## config.mk

```make
export PLATFORM = sky130hd
export DESIGN_NAME = fm_demodulator_flat
export DESIGN_NICKNAME = d
export VERILOG_FILES = /design/src/rtl/fm_demodulator_if.sv /design/src/rtl/fm_demodulator.sv /design/src/flat_wrapper.sv
export SDC_FILE = /design/constraint.sdc
export NUM_CORES = 1
export LEC_CHECK = 0
export BUFFER_PORTS_ARGS = -buffer_cell sky130_fd_sc_hd__buf_2
export CORE_ASPECT_RATIO = 0.5
export CORE_MARGIN = 2
export CORE_UTILIZATION = 40
export CTS_CLUSTER_SIZE = 28
export DETAILED_ROUTE_END_ITERATION = 6
export PLACE_DENSITY = 0.6
export RECOVER_POWER = 50
export SYNTH_ARGS = -nofsm -noshare
export SYNTH_HDL_FRONTEND = slang
export SYNTH_SLANG_ARGS = --single-unit
```

## constraint.sdc

```tcl
create_clock -name clk -period 8.1 [get_ports clk]
set_input_delay 1.62 -clock clk [delete_from_list [all_inputs] [get_ports clk]]
set_output_delay 1.62 -clock clk [all_outputs]
set_load 0.05 [all_outputs]
```

## src/rtl/fm_demodulator_if.sv

```systemverilog
// Stream-side signals of the FM demodulator: RF input, carrier reference,
// gain control and the demodulated audio strobe.
interface fm_demodulator_if #(
  parameter int unsigned A = 8,
  parameter int unsigned N = 18,
  parameter int unsigned D = 5
);
  logic                ena;
  logic [D-1:0]        rf;
  logic [N-1:0]        acc_inc;
  logic [3:0]          gain_sh;
  logic signed [A-1:0] audio;
  logic                audio_valid;

  modport master (
    output ena, rf, acc_inc, gain_sh,
    input  audio, audio_valid
  );

  modport slave (
    input  ena, rf, acc_inc, gain_sh,
    output audio, audio_valid
  );
endinterface

```

## src/rtl/fm_demodulator.sv

```systemverilog
// FM demodulator: slices the offset-binary RF stream with hysteresis, counts
// carrier rising crossings over a 2^G-clock gate window and turns the count's
// deviation from the nominal carrier increment into a clamped signed sample.
module fm_demodulator #(
  parameter int unsigned A    = 8,
  parameter int unsigned N    = 18,
  parameter int unsigned D    = 5,
  parameter int unsigned G    = 14,
  parameter int unsigned HYST = 1
) (
  input logic             clk,
  input logic             rst_n,
  fm_demodulator_if.slave bus
);

  localparam int unsigned Mid = 2 ** (D - 1);
  // Thresholds are one bit wider than rf so MID+HYST cannot wrap.
  localparam logic [D:0] HiThr = (D + 1)'(Mid + HYST);
  localparam logic [D:0] LoThr = (D + 1)'(Mid - HYST);
  localparam logic signed [N+1:0] YMax = (N + 2)'((2 ** (A - 1)) - 1);
  localparam logic signed [N+1:0] YMin = ~YMax;

  logic [D-1:0]        rf_q, rf_d;
  logic                s_q, s_d;
  logic                s_prev_q, s_prev_d;
  logic [G-1:0]        wcnt_q, wcnt_d;
  logic [G-1:0]        ccnt_q, ccnt_d;
  logic signed [A-1:0] audio_q, audio_d;
  logic                valid_q, valid_d;

  logic                rise;
  logic                term;
  logic [G:0]          tot;
  logic signed [N+1:0] diff;
  logic signed [N+1:0] y;
  logic signed [A-1:0] y_sat;

  // Crossing detection, window bookkeeping and sample conversion.
  always_comb begin
    rise = s_q & ~s_prev_q;
    term = bus.ena & (wcnt_q == {G{1'b1}});
    // An edge in the terminal cycle still belongs to the closing window.
    tot  = {1'b0, ccnt_q} + (G + 1)'(rise);
    diff = $signed({1'b0, tot, {(N - G){1'b0}}}) - $signed({2'b00, bus.acc_inc});
    y    = diff >>> bus.gain_sh;
    if (y > YMax) begin
      y_sat = YMax[A-1:0];
    end else if (y < YMin) begin
      y_sat = YMin[A-1:0];
    end else begin
      y_sat = y[A-1:0];
    end

    rf_d     = bus.rf;
    s_d      = s_q;
    if ({1'b0, rf_q} > HiThr) begin
      s_d = 1'b1;
    end else if ({1'b0, rf_q} < LoThr) begin
      s_d = 1'b0;
    end
    s_prev_d = s_q;

    wcnt_d  = '0;
    ccnt_d  = '0;
    audio_d = audio_q;
    valid_d = 1'b0;
    if (bus.ena) begin
      wcnt_d = wcnt_q + 1'b1;
      if (term) begin
        audio_d = y_sat;
        valid_d = 1'b1;
      end else if (rise && (ccnt_q != {G{1'b1}})) begin
        ccnt_d = ccnt_q + 1'b1;
      end else begin
        ccnt_d = ccnt_q;
      end
    end
  end

  // State registers; reset discards any partial window.
  always_ff @(posedge clk or negedge rst_n) begin
    if (!rst_n) begin
      rf_q     <= '0;
      s_q      <= 1'b0;
      s_prev_q <= 1'b0;
      wcnt_q   <= '0;
      ccnt_q   <= '0;
      audio_q  <= '0;
      valid_q  <= 1'b0;
    end else begin
      rf_q     <= rf_d;
      s_q      <= s_d;
      s_prev_q <= s_prev_d;
      wcnt_q   <= wcnt_d;
      ccnt_q   <= ccnt_d;
      audio_q  <= audio_d;
      valid_q  <= valid_d;
    end
  end

  // Registered outputs.
  always_comb begin
    bus.audio       = audio_q;
    bus.audio_valid = valid_q;
  end

endmodule

```

## src/flat_wrapper.sv

```systemverilog
// flat-port wrapper written by rule: the top's interface ports become plain ports
module fm_demodulator_flat 
#(
  parameter int unsigned A    = 8,
  parameter int unsigned N    = 18,
  parameter int unsigned D    = 5,
  parameter int unsigned G    = 14,
  parameter int unsigned HYST = 1
)
  (clk, rst_n, bus_ena, bus_rf, bus_acc_inc, bus_gain_sh, bus_audio, bus_audio_valid);
  fm_demodulator_if #(.A(A), .N(N), .D(D)) bus_i ();
  input logic clk;
  input logic rst_n;
  input wire logic [$bits(bus_i.ena)-1:0] bus_ena;
  input wire logic [$bits(bus_i.rf)-1:0] bus_rf;
  input wire logic [$bits(bus_i.acc_inc)-1:0] bus_acc_inc;
  input wire logic [$bits(bus_i.gain_sh)-1:0] bus_gain_sh;
  output wire logic [$bits(bus_i.audio)-1:0] bus_audio;
  output wire logic [$bits(bus_i.audio_valid)-1:0] bus_audio_valid;
  assign bus_i.ena = bus_ena;
  assign bus_i.rf = bus_rf;
  assign bus_i.acc_inc = bus_acc_inc;
  assign bus_i.gain_sh = bus_gain_sh;
  assign bus_audio = bus_i.audio;
  assign bus_audio_valid = bus_i.audio_valid;
  fm_demodulator #(.A(A), .N(N), .D(D), .G(G), .HYST(HYST)) u_core (.clk(clk), .rst_n(rst_n), .bus(bus_i));
endmodule
```

==> results of run 1 <==
## worst max-delay path, cell delays in order, from the launching register on
cell,delay [ps]
dfrtp_1,340
inv_1,60
nor2_1,190
ha_1,210
ha_1,200
nand3_1,210
xnor2_1,420
ha_1,470
a21oi_1,260
o21ai_0,210
or2_2,340
o211a_1,250
mux4_2,520
a22o_1,220
a311oi_2,320
or4b_4,520
o41ai_4,520
a2bb2oi_1,140
## flip-flops by register name (all words and copies together) (netlist names)
signal,count
u_core.bus.audio,8
u_core.bus.audio_valid,1
u_core.ccnt_q,14
u_core.rf_q,5
u_core.s_prev_d,1
u_core.s_prev_q,1
u_core.wcnt_q,14
## final cells by class
cell class	count	area [um2]
clock buffer	5	125
clock inverter	3	46.3
fill	1105	6110
inverter	29	109
multi-input combinational	493	3300
sequential	44	1100
tap	159	199
timing repair buffer	38	188
## final timing paths
path                            startpoint                   to  depth (start not counted)
hold reg to reg            u_core.s_prev_d      u_core.s_prev_q                          0
setup / recovery           u_core.s_prev_d  u_core.bus.audio[6]                         17
max in group asynchronous            rst_n    u_core.ccnt_q[11]                          1
setup reg to reg           u_core.s_prev_d  u_core.bus.audio[6]                         17
min in group asynchronous            rst_n     u_core.ccnt_q[6]                          1
hold / removal             u_core.s_prev_d      u_core.s_prev_q                          0
## cells by family (layout without fill, tap and decap cells)
kind of cell,count (synthesis),count (layout),synth area share
buf+inv,68,75,0.0561
compound gates,167,167,0.260
simple gates,241,241,0.255
flops,44,44,0.236
mux,21,21,0.0571
xor+xnor,45,45,0.0845
fa+ha+maj,19,19,0.0510
## routing by layer
metal	global-route usage	wire length, um	vias up	share of wire
li1	-	-	2225	-
met2	0.303	5080	156	0.42
met3	0.0243	716	9	0.059
met5	0	0	-	0
met1	0.299	6300	2060	0.52
met4	0.0404	76	0	0.0062
## power groups by stage
stage | clock network [W] | registers [W] | logic, W
detailed placement | 0 | 0.000231 | 0.000153
global route | 0.000249 | 0.000228 | 0.000173
floorplan | 0 | 0.000230 | 0.000113
CTS | 0.000237 | 0.000227 | 0.000155
finish | 0.000229 | 0.000227 | 0.000157
global placement | 0 | 0.000231 | 0.000154
## cell usage in the layout, fill, tap and decap left out, types with 15 or more instances in the layout
cell,Yosys,layout
nand2_1,65,65
xnor2_1,26,26
nor3_1,17,17
inv_1,28,28
and3_1,15,15
o21ai_0,26,26
nor2_1,61,61
xor2_1,19,19
ha_1,19,19
a21oi_1,37,37
dfrtp_1,44,44
nand3_1,25,25
buf_2,5,36
## through the flow
stage / hold slack, ps / std cells / util / worst slack, ps
detailed placement: 362 / 763 / 0.438 / 2440
global route: 405 / 771 / 0.453 / 2100
floorplan: 354 / 605 / - / 3000
finish: 376 / 771 / 0.453 / 2580
global placement: 354 / 763 / 0.438 / 2510
CTS: 375 / 771 / 0.454 / 2660
==> flow_results.xml, run 1 <==
<?xml version="1.0" encoding="UTF-8"?>
<metrics>
  <group name="yosys">
    <metric name="synth.cell_area" unit="um2">4660</metric>
    <metric name="synth_cells" unit="">605</metric>
    <metric name="dominant_cells_by_area_after_synthesis" unit="">dfrtp_1 24%, nand2_1 5.2%, ha_1 5.1%</metric>
    <metric name="synth.largest_area_cell" unit="">dfrtp_1</metric>
    <metric name="yosys_warnings" unit="">0</metric>
    <metric name="mappedNetlistNets" unit="">654</metric>
    <metric name="yosys_most_used_dff" unit="">dfrtp_1</metric>
    <metric name="synth-edff-count" unit="">0</metric>
    <metric name="yosysTopAreaCellShare" unit="">0.236</metric>
    <metric name="synth.avg_cell_area" unit="um2">7.71</metric>
    <metric name="synth_cell_types" unit="">67</metric>
    <metric name="postSynth.asyncResetShare" unit="">1.00</metric>
    <metric name="yosysMostFrequentCell" unit="">nand2_1</metric>
    <metric name="seq_area_frac_synth" unit="">0.236</metric>
    <metric name="synth-seq-cells" unit="">44</metric>
    <metric name="netlist_top_cells_count" unit="">65 x nand2_1, 61 x nor2_1, 44 x dfrtp_1</metric>
  </group>
  <group name="sta">
    <metric name="worst_slew_margin_rel" unit="">-0.585</metric>
    <metric name="max_slew.worst_pin.slew" unit="ps">2380</metric>
    <metric name="setup_viol" unit="">0</metric>
    <metric name="report.final.slew_viol_count" unit="">45</metric>
    <metric name="layout_min_cycle_time" unit="ps">5520</metric>
    <metric name="finalSetupTns" unit="ps">0</metric>
    <metric name="grt_setup_unrepaired" unit="">false</metric>
    <metric name="finClkSkew" unit="ps">7.90</metric>
    <metric name="max_freq" unit="GHz">0.181</metric>
    <metric name="timing.final.hold_violations" unit="">0</metric>
    <metric name="final_cycle_utilization_of_the_critical_path" unit="">0.681</metric>
  </group>
  <group name="run_status">
    <metric name="outcome" unit="">complete, but fails checks</metric>
    <metric name="failing_checks" unit="">max-capacitance violations, max-slew violations</metric>
  </group>
  <group name="setup_path">
    <metric name="critPathArrivalTime" unit="ps">5660</metric>
    <metric name="worstPathMaxFanout" unit="">11</metric>
    <metric name="cp_data_required_time" unit="ps">8240</metric>
    <metric name="regToRegSetupSlack" unit="ps">2580</metric>
    <metric name="path_class" unit="">flop to flop</metric>
    <metric name="worst_setup_path_start_kind" unit="">flop</metric>
    <metric name="cp-end-kind" unit="">flop</metric>
  </group>
  <group name="placement">
    <metric name="placement_stage_cell_area" unit="um2">4900</metric>
    <metric name="place_congestion" unit="">0.884</metric>
    <metric name="port_buffers" unit="">38</metric>
    <metric name="dp_hpwl" unit="um">9080</metric>
  </group>
  <group name="layout">
    <metric name="areaGrowthSynthToFinish" unit="%">8.69</metric>
    <metric name="antenna_cells_inserted" unit="">0</metric>
    <metric name="drive_above_1_share" unit="">0.108</metric>
    <metric name="fin_nets" unit="">660</metric>
    <metric name="finish.instance_area" unit="um2">5070</metric>
  </group>
  <group name="floorplanning">
    <metric name="fp.dieW" unit="um">157</metric>
    <metric name="effective_utilization_at_floorplan" unit="">0.417</metric>
    <metric name="design.portCount" unit="">39</metric>
    <metric name="die_h" unit="um">80.4</metric>
    <metric name="core_area" unit="um2">11200</metric>
    <metric name="die_area" unit="um2">12600</metric>
    <metric name="core.rowCount" unit="">27</metric>
  </group>
  <group name="detailed_routing">
    <metric name="drt_wl_total" unit="um">12200</metric>
    <metric name="drt-initial-drc-count" unit="">411</metric>
    <metric name="drt_drc_violations_left" unit="">0</metric>
    <metric name="drt.antenna.violating_nets" unit="">0</metric>
    <metric name="avgRoutedWirePerCell" unit="um">15.8</metric>
    <metric name="drt_pass1_iterations" unit="">5</metric>
    <metric name="detailroute.via_count" unit="">4450</metric>
    <metric name="post_drt_via_cell_ratio" unit="">5.77</metric>
  </group>
  <group name="cts">
    <metric name="numClockSinks" unit="">44</metric>
    <metric name="worstSkewPairLatency" unit="ps">280</metric>
    <metric name="number_of_levels_in_the_clock_h_tree" unit="">2</metric>
    <metric name="cts_tree" unit="">built</metric>
    <metric name="cts.repair_timing.setup_buffer_count" unit="">0</metric>
    <metric name="tritoncts.num_buffers" unit="">5</metric>
    <metric name="clock_tree.buffer_depth" unit="">2</metric>
    <metric name="cts.root.buffer_cell" unit="">clkbuf_16</metric>
    <metric name="cts-resized-gates" unit="">0</metric>
    <metric name="clk_transition_reported_paths" unit="ps">60</metric>
    <metric name="postCtsHoldBufs" unit="">0</metric>
  </group>
  <group name="worst_hold_path">
    <metric name="worstHoldPathType" unit="">flop to flop</metric>
  </group>
  <group name="power">
    <metric name="p_leak" unit="nW">2.27</metric>
    <metric name="power.net_switching" unit="W">0.000183</metric>
    <metric name="share_clk_of_total_power" unit="">0.374</metric>
    <metric name="switching_share" unit="">0.298</metric>
    <metric name="total_power" unit="W">0.000613</metric>
    <metric name="worst_ir_drop_vdd" unit="V">0.000112</metric>
    <metric name="power_per_unit_of_standard_cell_area" unit="nW/um2">121</metric>
    <metric name="internal-power" unit="W">0.000431</metric>
    <metric name="share_comb_of_total_power" unit="">0.256</metric>
    <metric name="power.sequential.fraction" unit="">0.370</metric>
  </group>
  <group name="grt">
    <metric name="number_of_antenna_violations_at_the_first_check_in_global_routing" unit="">0</metric>
    <metric name="grt_util_all_layers" unit="">0.199</metric>
    <metric name="first_global_vias" unit="">4018</metric>
    <metric name="largest_net_degree_at_the_start_of_global_routing" unit="">45</metric>
    <metric name="global_route_wire_length_before_repair" unit="um">20300</metric>
    <metric name="globalRouteOverflowTotal" unit="">0</metric>
  </group>
  <group name="run">
    <metric name="max_cap_violations" unit="">1</metric>
  </group>
</metrics>
No activity file was read; power rests on OpenSTA's default activity.
==> run 2, diff against run 1 <==
==> constraint.sdc (replaced) <==
create_clock -name clk -period 5.7 [get_ports clk]
set_input_delay 1.14 -clock clk [delete_from_list [all_inputs] [get_ports clk]]
set_output_delay 1.14 -clock clk [all_outputs]
set_load 0.05 [all_outputs]
==> run 2 against run 1 <==
The run still ends with max-capacitance violations, max-slew violations left; power grew 40%; fmax is 4.9% higher; via count rose by 2.0%; highest routed layer unchanged; core utilization up 0.49 points; setup slack got worse by 2100 ps; sequential cell count unchanged; sequential share of layout area fell by 0.23 points; non-clock buffer count is 6 higher; register-to-register slack worse by 2100 ps; die area unchanged; critical endpoint is now u_core.bus.audio[4].
==> flow_results.xml, run 2 (same netlist as run 1, synthesis figures left out) <==
<?xml version="1.0" encoding="UTF-8"?>
<metrics>
  <group name="cts">
    <metric name="cts_tree" unit="">built</metric>
    <metric name="clock_tree.buffer_depth" unit="">2</metric>
    <metric name="number_of_levels_in_the_clock_h_tree" unit="">2</metric>
    <metric name="numClockSinks" unit="">44</metric>
    <metric name="postCtsHoldBufs" unit="">0</metric>
    <metric name="tritoncts.num_buffers" unit="">5</metric>
    <metric name="cts.root.buffer_cell" unit="">clkbuf_16</metric>
    <metric name="worstSkewPairLatency" unit="ps">280</metric>
    <metric name="clk_transition_reported_paths" unit="ps">60</metric>
  </group>
  <group name="detailed_routing">
    <metric name="detail_route_met2_wl" unit="um">5180</metric>
    <metric name="drt_pass1_iterations" unit="">5</metric>
    <metric name="drt_drc_violations_left" unit="">0</metric>
    <metric name="avgRoutedWirePerCell" unit="um">16.1</metric>
    <metric name="dr.max_layer_used" unit="">met4</metric>
    <metric name="drt_wl_total" unit="um">12500</metric>
    <metric name="wl_met1" unit="um">6490</metric>
    <metric name="post_drt_via_cell_ratio" unit="">5.86</metric>
    <metric name="detailroute.via_count" unit="">4540</metric>
    <metric name="met3_wirelength" unit="um">733</metric>
    <metric name="drt-initial-drc-count" unit="">696</metric>
    <metric name="drt.antenna.violating_nets" unit="">0</metric>
  </group>
  <group name="sta">
    <metric name="layout_min_cycle_time" unit="ps">5260</metric>
    <metric name="setup_viol" unit="">0</metric>
    <metric name="timing.final.hold_violations" unit="">0</metric>
    <metric name="finalSetupTns" unit="ps">0</metric>
    <metric name="finClkSkew" unit="ps">6.50</metric>
    <metric name="max_freq" unit="GHz">0.190</metric>
    <metric name="report.final.slew_viol_count" unit="">45</metric>
    <metric name="max_slew.worst_pin.slew" unit="ps">2430</metric>
    <metric name="final_cycle_utilization_of_the_critical_path" unit="">0.923</metric>
    <metric name="worst_slew_margin_rel" unit="">-0.620</metric>
    <metric name="grt_setup_unrepaired" unit="">false</metric>
  </group>
  <group name="grt">
    <metric name="largest_net_degree_at_the_start_of_global_routing" unit="">45</metric>
    <metric name="global_route_wire_length_before_repair" unit="um">21400</metric>
    <metric name="first_global_vias" unit="">4162</metric>
    <metric name="number_of_antenna_violations_at_the_first_check_in_global_routing" unit="">0</metric>
    <metric name="globalRouteOverflowTotal" unit="">0</metric>
    <metric name="grt_util_all_layers" unit="">0.210</metric>
  </group>
  <group name="setup_path">
    <metric name="cp_data_required_time" unit="ps">5850</metric>
    <metric name="path_class" unit="">flop to flop</metric>
    <metric name="worstPathMaxFanout" unit="">15</metric>
    <metric name="cp-end-kind" unit="">flop</metric>
    <metric name="critPathArrivalTime" unit="ps">5420</metric>
    <metric name="worst_setup_path_start_kind" unit="">flop</metric>
  </group>
  <group name="placement">
    <metric name="place_congestion" unit="">0.892</metric>
    <metric name="port_buffers" unit="">38</metric>
    <metric name="dp_hpwl" unit="um">9260</metric>
  </group>
  <group name="layout">
    <metric name="layout.cells.most_common" unit="">nand2_1</metric>
    <metric name="fin_nets" unit="">666</metric>
    <metric name="drive_above_1_share" unit="">0.120</metric>
    <metric name="mostFrequentLayoutCells" unit="">65 x nand2_1, 61 x nor2_1, 44 x dfrtp_1</metric>
    <metric name="antenna_cells_inserted" unit="">0</metric>
    <metric name="areaGrowthSynthToFinish" unit="%">9.87</metric>
    <metric name="finish.utilization" unit="">0.458</metric>
  </group>
  <group name="floorplanning">
    <metric name="core_area" unit="um2">11200</metric>
    <metric name="die_area" unit="um2">12600</metric>
    <metric name="effective_utilization_at_floorplan" unit="">0.417</metric>
    <metric name="fp.dieW" unit="um">157</metric>
    <metric name="design.portCount" unit="">39</metric>
    <metric name="core.rowCount" unit="">27</metric>
    <metric name="die_h" unit="um">80.4</metric>
  </group>
  <group name="power">
    <metric name="share_clk_of_total_power" unit="">0.361</metric>
    <metric name="power_per_unit_of_standard_cell_area" unit="nW/um2">167</metric>
    <metric name="p_leak" unit="nW">2.31</metric>
    <metric name="switching_share" unit="">0.292</metric>
    <metric name="worst_ir_drop_vdd" unit="V">0.000143</metric>
    <metric name="share_comb_of_total_power" unit="">0.262</metric>
    <metric name="power.sequential.fraction" unit="">0.377</metric>
    <metric name="power.net_switching" unit="W">0.000250</metric>
    <metric name="internal-power" unit="W">0.000607</metric>
  </group>
  <group name="worst_hold_path">
    <metric name="worstHoldPathType" unit="">flop to flop</metric>
  </group>
  <group name="run">
    <metric name="max_cap_violations" unit="">1</metric>
  </group>
  <group name="run_status">
    <metric name="failing_checks" unit="">max-capacitance violations, max-slew violations</metric>
    <metric name="outcome" unit="">complete, but fails checks</metric>
  </group>
</metrics>
## run 2: repair_timing
item                       CTS  global route
setup buffers                0             2
gates resized for setup      0             6
setup endpoints to repair    0             7
hold endpoints to repair     0             0
## run 2: stage by stage
stage                     instances  hold WS (ps)  instance area (um2)  total power (W)  worst slack, ps
after floorplan                 605           354                 4660         0.000488             1080
after global placement          767           359                 4930         0.000549              352
after detailed placement        767           367                 4930         0.000548              303
after CTS                       773           395                 5090         0.000861              276
after global routing            775           413                 5120         0.000905             6.91
final                           775           393                 5120         0.000857              438
## run 2: path summary, 6_finish.rpt
kind | end | start | slack, ps | depth (start not counted)
hold reg to reg | u_core.s_prev_q | u_core.s_prev_d | 390 | 0
max in group asynchronous | u_core.ccnt_q[1] | rst_n | 2710 | 1
setup / recovery | u_core.bus.audio[4] | u_core.s_prev_d | 440 | 20
hold / removal | u_core.s_prev_q | u_core.s_prev_d | 390 | 0
setup reg to reg | u_core.bus.audio[4] | u_core.s_prev_d | 440 | 20
min in group asynchronous | u_core.ccnt_q[7] | rst_n | 1600 | 1
## run 2: area by class of cell
class	instances	area, um2
Clock inverter	1	30.0
Sequential cell	44	1100
Inverter	29	109
Tap cell	159	199
Multi-Input combinational cell	493	3330
Fill cell	1127	6060
Clock buffer	5	125
Timing Repair Buffer	44	233
## run 2: routing by layer
layer	track usage	vias to the layer above
met5	0	-
met3	0.0216	10
met2	0.311	165
li1	-	2246
met4	0.0394	0
met1	0.326	2119
## run 2: power groups by stage
| stage | sequential (W) | clock [W] | combinational [W] |
|---|---|---|---|
| after floorplan | 0.000328 | 0 | 0.000160 |
| after global placement | 0.000328 | 0 | 0.000221 |
| after detailed placement | 0.000328 | 0 | 0.000220 |
| after CTS | 0.000323 | 0.000316 | 0.000222 |
| after global routing | 0.000324 | 0.000329 | 0.000252 |
| final | 0.000323 | 0.000309 | 0.000225 |
## run 2: worst max-delay path, stage by stage, from the launching register on
cell       delay (ps)
dfrtp_1           350
inv_1              60
nor2_1            120
ha_1              190
nand3_1           140
nor2_1            280
nand3_1           140
xnor2_1           210
ha_2              400
a21oi_2           290
o21ai_0           250
a211oi_1          340
a21boi_1          330
xnor2_2           170
mux2_2            320
mux2_2            300
a221oi_1          420
o211ai_1          230
o41ai_4           340
buf_4             190
a2bb2oi_1          60
==> run 3, diff against run 2 <==
--- a/config.mk
+++ b/config.mk
@@ -5,12 +5,14 @@
 export SDC_FILE = /design/constraint.sdc
 export NUM_CORES = 1
 export LEC_CHECK = 0
+export ABC_AREA = 1
 export BUFFER_PORTS_ARGS = -buffer_cell sky130_fd_sc_hd__buf_2
 export CORE_ASPECT_RATIO = 0.5
-export CORE_MARGIN = 2
+export CORE_MARGIN = 4
 export CORE_UTILIZATION = 40
 export CTS_CLUSTER_SIZE = 28
 export DETAILED_ROUTE_END_ITERATION = 6
+export HOLD_SLACK_MARGIN = 0.1
 export PLACE_DENSITY = 0.6
 export RECOVER_POWER = 50
 export SYNTH_ARGS = -nofsm -noshare
==> run 3 against run 2 <==
Non-clock buffer count fell by 6; the flow still finishes with violations (max-capacitance violations, max-slew violations); hold slack got worse by 11 ps; routed wire length rose by 0.46%; register-to-register slack improved by 1100 ps; largest cell class unchanged.
==> flow_results.xml, run 3 <==
<?xml version="1.0" encoding="UTF-8"?>
<metrics>
  <group name="detailed_routing">
    <metric name="drt-initial-drc-count" unit="">341</metric>
    <metric name="drt_pass1_iterations" unit="">7</metric>
    <metric name="drt_wl_total" unit="um">12600</metric>
    <metric name="drt_drc_violations_left" unit="">0</metric>
    <metric name="detailroute.via_count" unit="">4736</metric>
    <metric name="post_drt_via_cell_ratio" unit="">5.08</metric>
    <metric name="drt.antenna.violating_nets" unit="">0</metric>
    <metric name="avgRoutedWirePerCell" unit="um">13.5</metric>
  </group>
  <group name="sta">
    <metric name="grt_setup_unrepaired" unit="">false</metric>
    <metric name="report.final.slew_viol_count" unit="">45</metric>
    <metric name="timing.final.hold_violations" unit="">0</metric>
    <metric name="final_cycle_utilization_of_the_critical_path" unit="">0.730</metric>
    <metric name="finClkSkew" unit="ps">6.64</metric>
    <metric name="max_freq" unit="GHz">0.240</metric>
    <metric name="setup_viol" unit="">0</metric>
    <metric name="worst_slew_margin_rel" unit="">-0.646</metric>
    <metric name="max_slew.worst_pin.slew" unit="ps">2470</metric>
    <metric name="finalSetupTns" unit="ps">0</metric>
    <metric name="final_critical_path_setup_slack" unit="ps">1540</metric>
    <metric name="layout_min_cycle_time" unit="ps">4160</metric>
  </group>
  <group name="setup_path">
    <metric name="critical-path-max-stage-delay" unit="ps">340</metric>
    <metric name="cp_data_required_time" unit="ps">5860</metric>
    <metric name="cp-end-kind" unit="">flop</metric>
    <metric name="worst_path_dominant_cell_family" unit="">simple AND/OR/NAND/NOR gates</metric>
    <metric name="path_class" unit="">flop to flop</metric>
    <metric name="critPathBufInv" unit="">3</metric>
    <metric name="worst_setup_path_start_kind" unit="">flop</metric>
    <metric name="critPathArrivalTime" unit="ps">4320</metric>
    <metric name="crit_path_top_cell_by_count" unit="">nand3_1</metric>
    <metric name="worstPathMaxFanout" unit="">6</metric>
    <metric name="critPathSlowestCell" unit="">dfrtp_1</metric>
  </group>
  <group name="cts">
    <metric name="clk_transition_reported_paths" unit="ps">70</metric>
    <metric name="cts.root.buffer_cell" unit="">clkbuf_16</metric>
    <metric name="cts_tree" unit="">built</metric>
    <metric name="cts-resized-gates" unit="">0</metric>
    <metric name="cts.repair_timing.setup_buffer_count" unit="">0</metric>
    <metric name="tritoncts.num_buffers" unit="">5</metric>
    <metric name="worstSkewPairLatency" unit="ps">290</metric>
    <metric name="numClockSinks" unit="">44</metric>
    <metric name="number_of_levels_in_the_clock_h_tree" unit="">2</metric>
    <metric name="clock_tree.buffer_depth" unit="">2</metric>
    <metric name="postCtsHoldBufs" unit="">0</metric>
  </group>
  <group name="grt">
    <metric name="global_route_wire_length_before_repair" unit="um">21400</metric>
    <metric name="first_global_vias" unit="">4373</metric>
    <metric name="globalRouteOverflowTotal" unit="">0</metric>
    <metric name="grt_util_all_layers" unit="">0.188</metric>
    <metric name="largest_net_degree_at_the_start_of_global_routing" unit="">45</metric>
    <metric name="number_of_antenna_violations_at_the_first_check_in_global_routing" unit="">0</metric>
  </group>
  <group name="layout">
    <metric name="layout.cells.most_common" unit="">nand2_1</metric>
    <metric name="antenna_cells_inserted" unit="">0</metric>
    <metric name="finish.utilization" unit="">0.459</metric>
    <metric name="mostFrequentLayoutCells" unit="">203 x nand2_1, 122 x nand3_1, 104 x inv_1</metric>
    <metric name="drive_above_1_share" unit="">0.147</metric>
    <metric name="areaGrowthSynthToFinish" unit="%">10.1</metric>
    <metric name="fin_nets" unit="">822</metric>
  </group>
  <group name="yosys">
    <metric name="postSynth.asyncResetShare" unit="">1.00</metric>
    <metric name="synth.cell_area" unit="um2">4680</metric>
    <metric name="seq_area_frac_synth" unit="">0.235</metric>
    <metric name="synth.avg_cell_area" unit="um2">6.27</metric>
    <metric name="yosysMostFrequentCell" unit="">nand2_1</metric>
    <metric name="synth-edff-count" unit="">0</metric>
    <metric name="mappedNetlistNets" unit="">796</metric>
    <metric name="dominant_cells_by_area_after_synthesis" unit="">dfrtp_1 24%, nand2_1 16%, nand3_1 13%</metric>
    <metric name="synth-seq-cells" unit="">44</metric>
    <metric name="netlist_top_cells_count" unit="">203 x nand2_1, 122 x nand3_1, 104 x inv_1</metric>
    <metric name="synth_cell_types" unit="">46</metric>
    <metric name="synth.largest_area_cell" unit="">dfrtp_1</metric>
    <metric name="yosys_most_used_dff" unit="">dfrtp_1</metric>
    <metric name="yosys_warnings" unit="">0</metric>
    <metric name="synth_cells" unit="">747</metric>
    <metric name="yosysTopAreaCellShare" unit="">0.235</metric>
  </group>
  <group name="placement">
    <metric name="place_congestion" unit="">0.902</metric>
    <metric name="port_buffers" unit="">38</metric>
    <metric name="placement.setup.worst_slack" unit="ps">1570</metric>
    <metric name="dp_hpwl" unit="um">10100</metric>
  </group>
  <group name="worst_hold_path">
    <metric name="worstHoldPathType" unit="">flop to flop</metric>
  </group>
  <group name="floorplanning">
    <metric name="core.rowCount" unit="">27</metric>
    <metric name="die_h" unit="um">84.5</metric>
    <metric name="core_area" unit="um2">11200</metric>
    <metric name="design.portCount" unit="">39</metric>
    <metric name="fp.dieW" unit="um">161</metric>
    <metric name="effective_utilization_at_floorplan" unit="">0.417</metric>
    <metric name="die_area" unit="um2">13600</metric>
  </group>
  <group name="power">
    <metric name="power_per_unit_of_standard_cell_area" unit="nW/um2">169</metric>
    <metric name="p_leak" unit="nW">2.67</metric>
    <metric name="worst_ir_drop_vdd" unit="V">0.000119</metric>
  </group>
  <group name="run">
    <metric name="max_cap_violations" unit="">1</metric>
  </group>
  <group name="run_status">
    <metric name="outcome" unit="">complete, but fails checks</metric>
    <metric name="failing_checks" unit="">max-capacitance violations, max-slew violations</metric>
  </group>
</metrics>
run 3: cell count changes after synthesis, sizes merged, moves of 8 or more:
cell | previous run | this run
clkbuf | 32 | 5
and3 | 15 | 1
inv | 29 | 110
a211oi | 13 | 0
o211ai | 9 | 0
mux2i | 12 | 0
and2 | 15 | 2
nor3 | 18 | 10
nand3 | 25 | 135
nand2 | 66 | 219
xnor2 | 26 | 4
run 3: metrics by stage:
step           cell area, um2  power [W]  hold slack (ps)  cells
2_1_floorplan            4680   0.000472              354    747
3_3_place_gp             4980   0.000528              358    925
3_5_place_dp             4980   0.000527              364    925
4_1_cts                  5150   0.000874              379    933
5_1_grt                  5150   0.000922              390    933
6_report                 5150   0.000870              381    933
run 3: layout make-up:
cell class,instances,area [um2]
clock buffers,6,139
clock inverters,2,38.8
fillers,1206,6060
inverters,112,424
multi-input cells,572,3060
flip-flops and latches,44,1100
well taps,159,199
repair buffers,38,188
run 3: worst paths after layout:
path                                 start             endpoint  slack, ps  cells after the start
min                        u_core.s_prev_d      u_core.s_prev_q        380                      0
min reg2reg                u_core.s_prev_d      u_core.s_prev_q        380                      0
min in group asynchronous            rst_n     u_core.ccnt_q[1]       1600                      1
max in group asynchronous            rst_n    u_core.wcnt_q[13]       2680                      1
max                        u_core.s_prev_d  u_core.bus.audio[0]       1540                     26
max reg2reg                u_core.s_prev_d  u_core.bus.audio[0]       1540                     26
run 3: per-layer routing:
metal | vias to the layer above | wire (um) | track usage
li1 | 2474 | - | -
met3 | 9 | 521 | 0.0245
met4 | 0 | 72 | 0.0240
met1 | 2142 | 6570 | 0.286
met5 | - | 0 | 0
met2 | 111 | 5390 | 0.291
run 3: worst reg2reg max path, delay by kind of cell (launching register included):
kind	cells	cell delay [ps]
DFF	1	340
xor gates and xnor gates	1	160
AOI/OAI and AO/OA	3	640
buffers and inverters	3	200
adders and majority gates	3	750
and+or+nand+nor	16	1960
run 3: report_power, final:
group          internal, W  switching (W)
sequential        0.000318     0.00000442
clock             0.000220       0.000127
combinational    0.0000643       0.000137
total             0.000602       0.000268
run 3: cells by family after synthesis:
| kind of cell | count (synthesis) | synth area share |
|---|---|---|
| flip-flops | 44 | 0.235 |
| XOR/XNOR | 22 | 0.0412 |
| AND/OR/NAND/NOR | 440 | 0.448 |
| buffers and inverters | 131 | 0.110 |
| adder cells (fa/ha/maj) | 19 | 0.0508 |
| AO/OA/AOI/OAI | 91 | 0.114 |
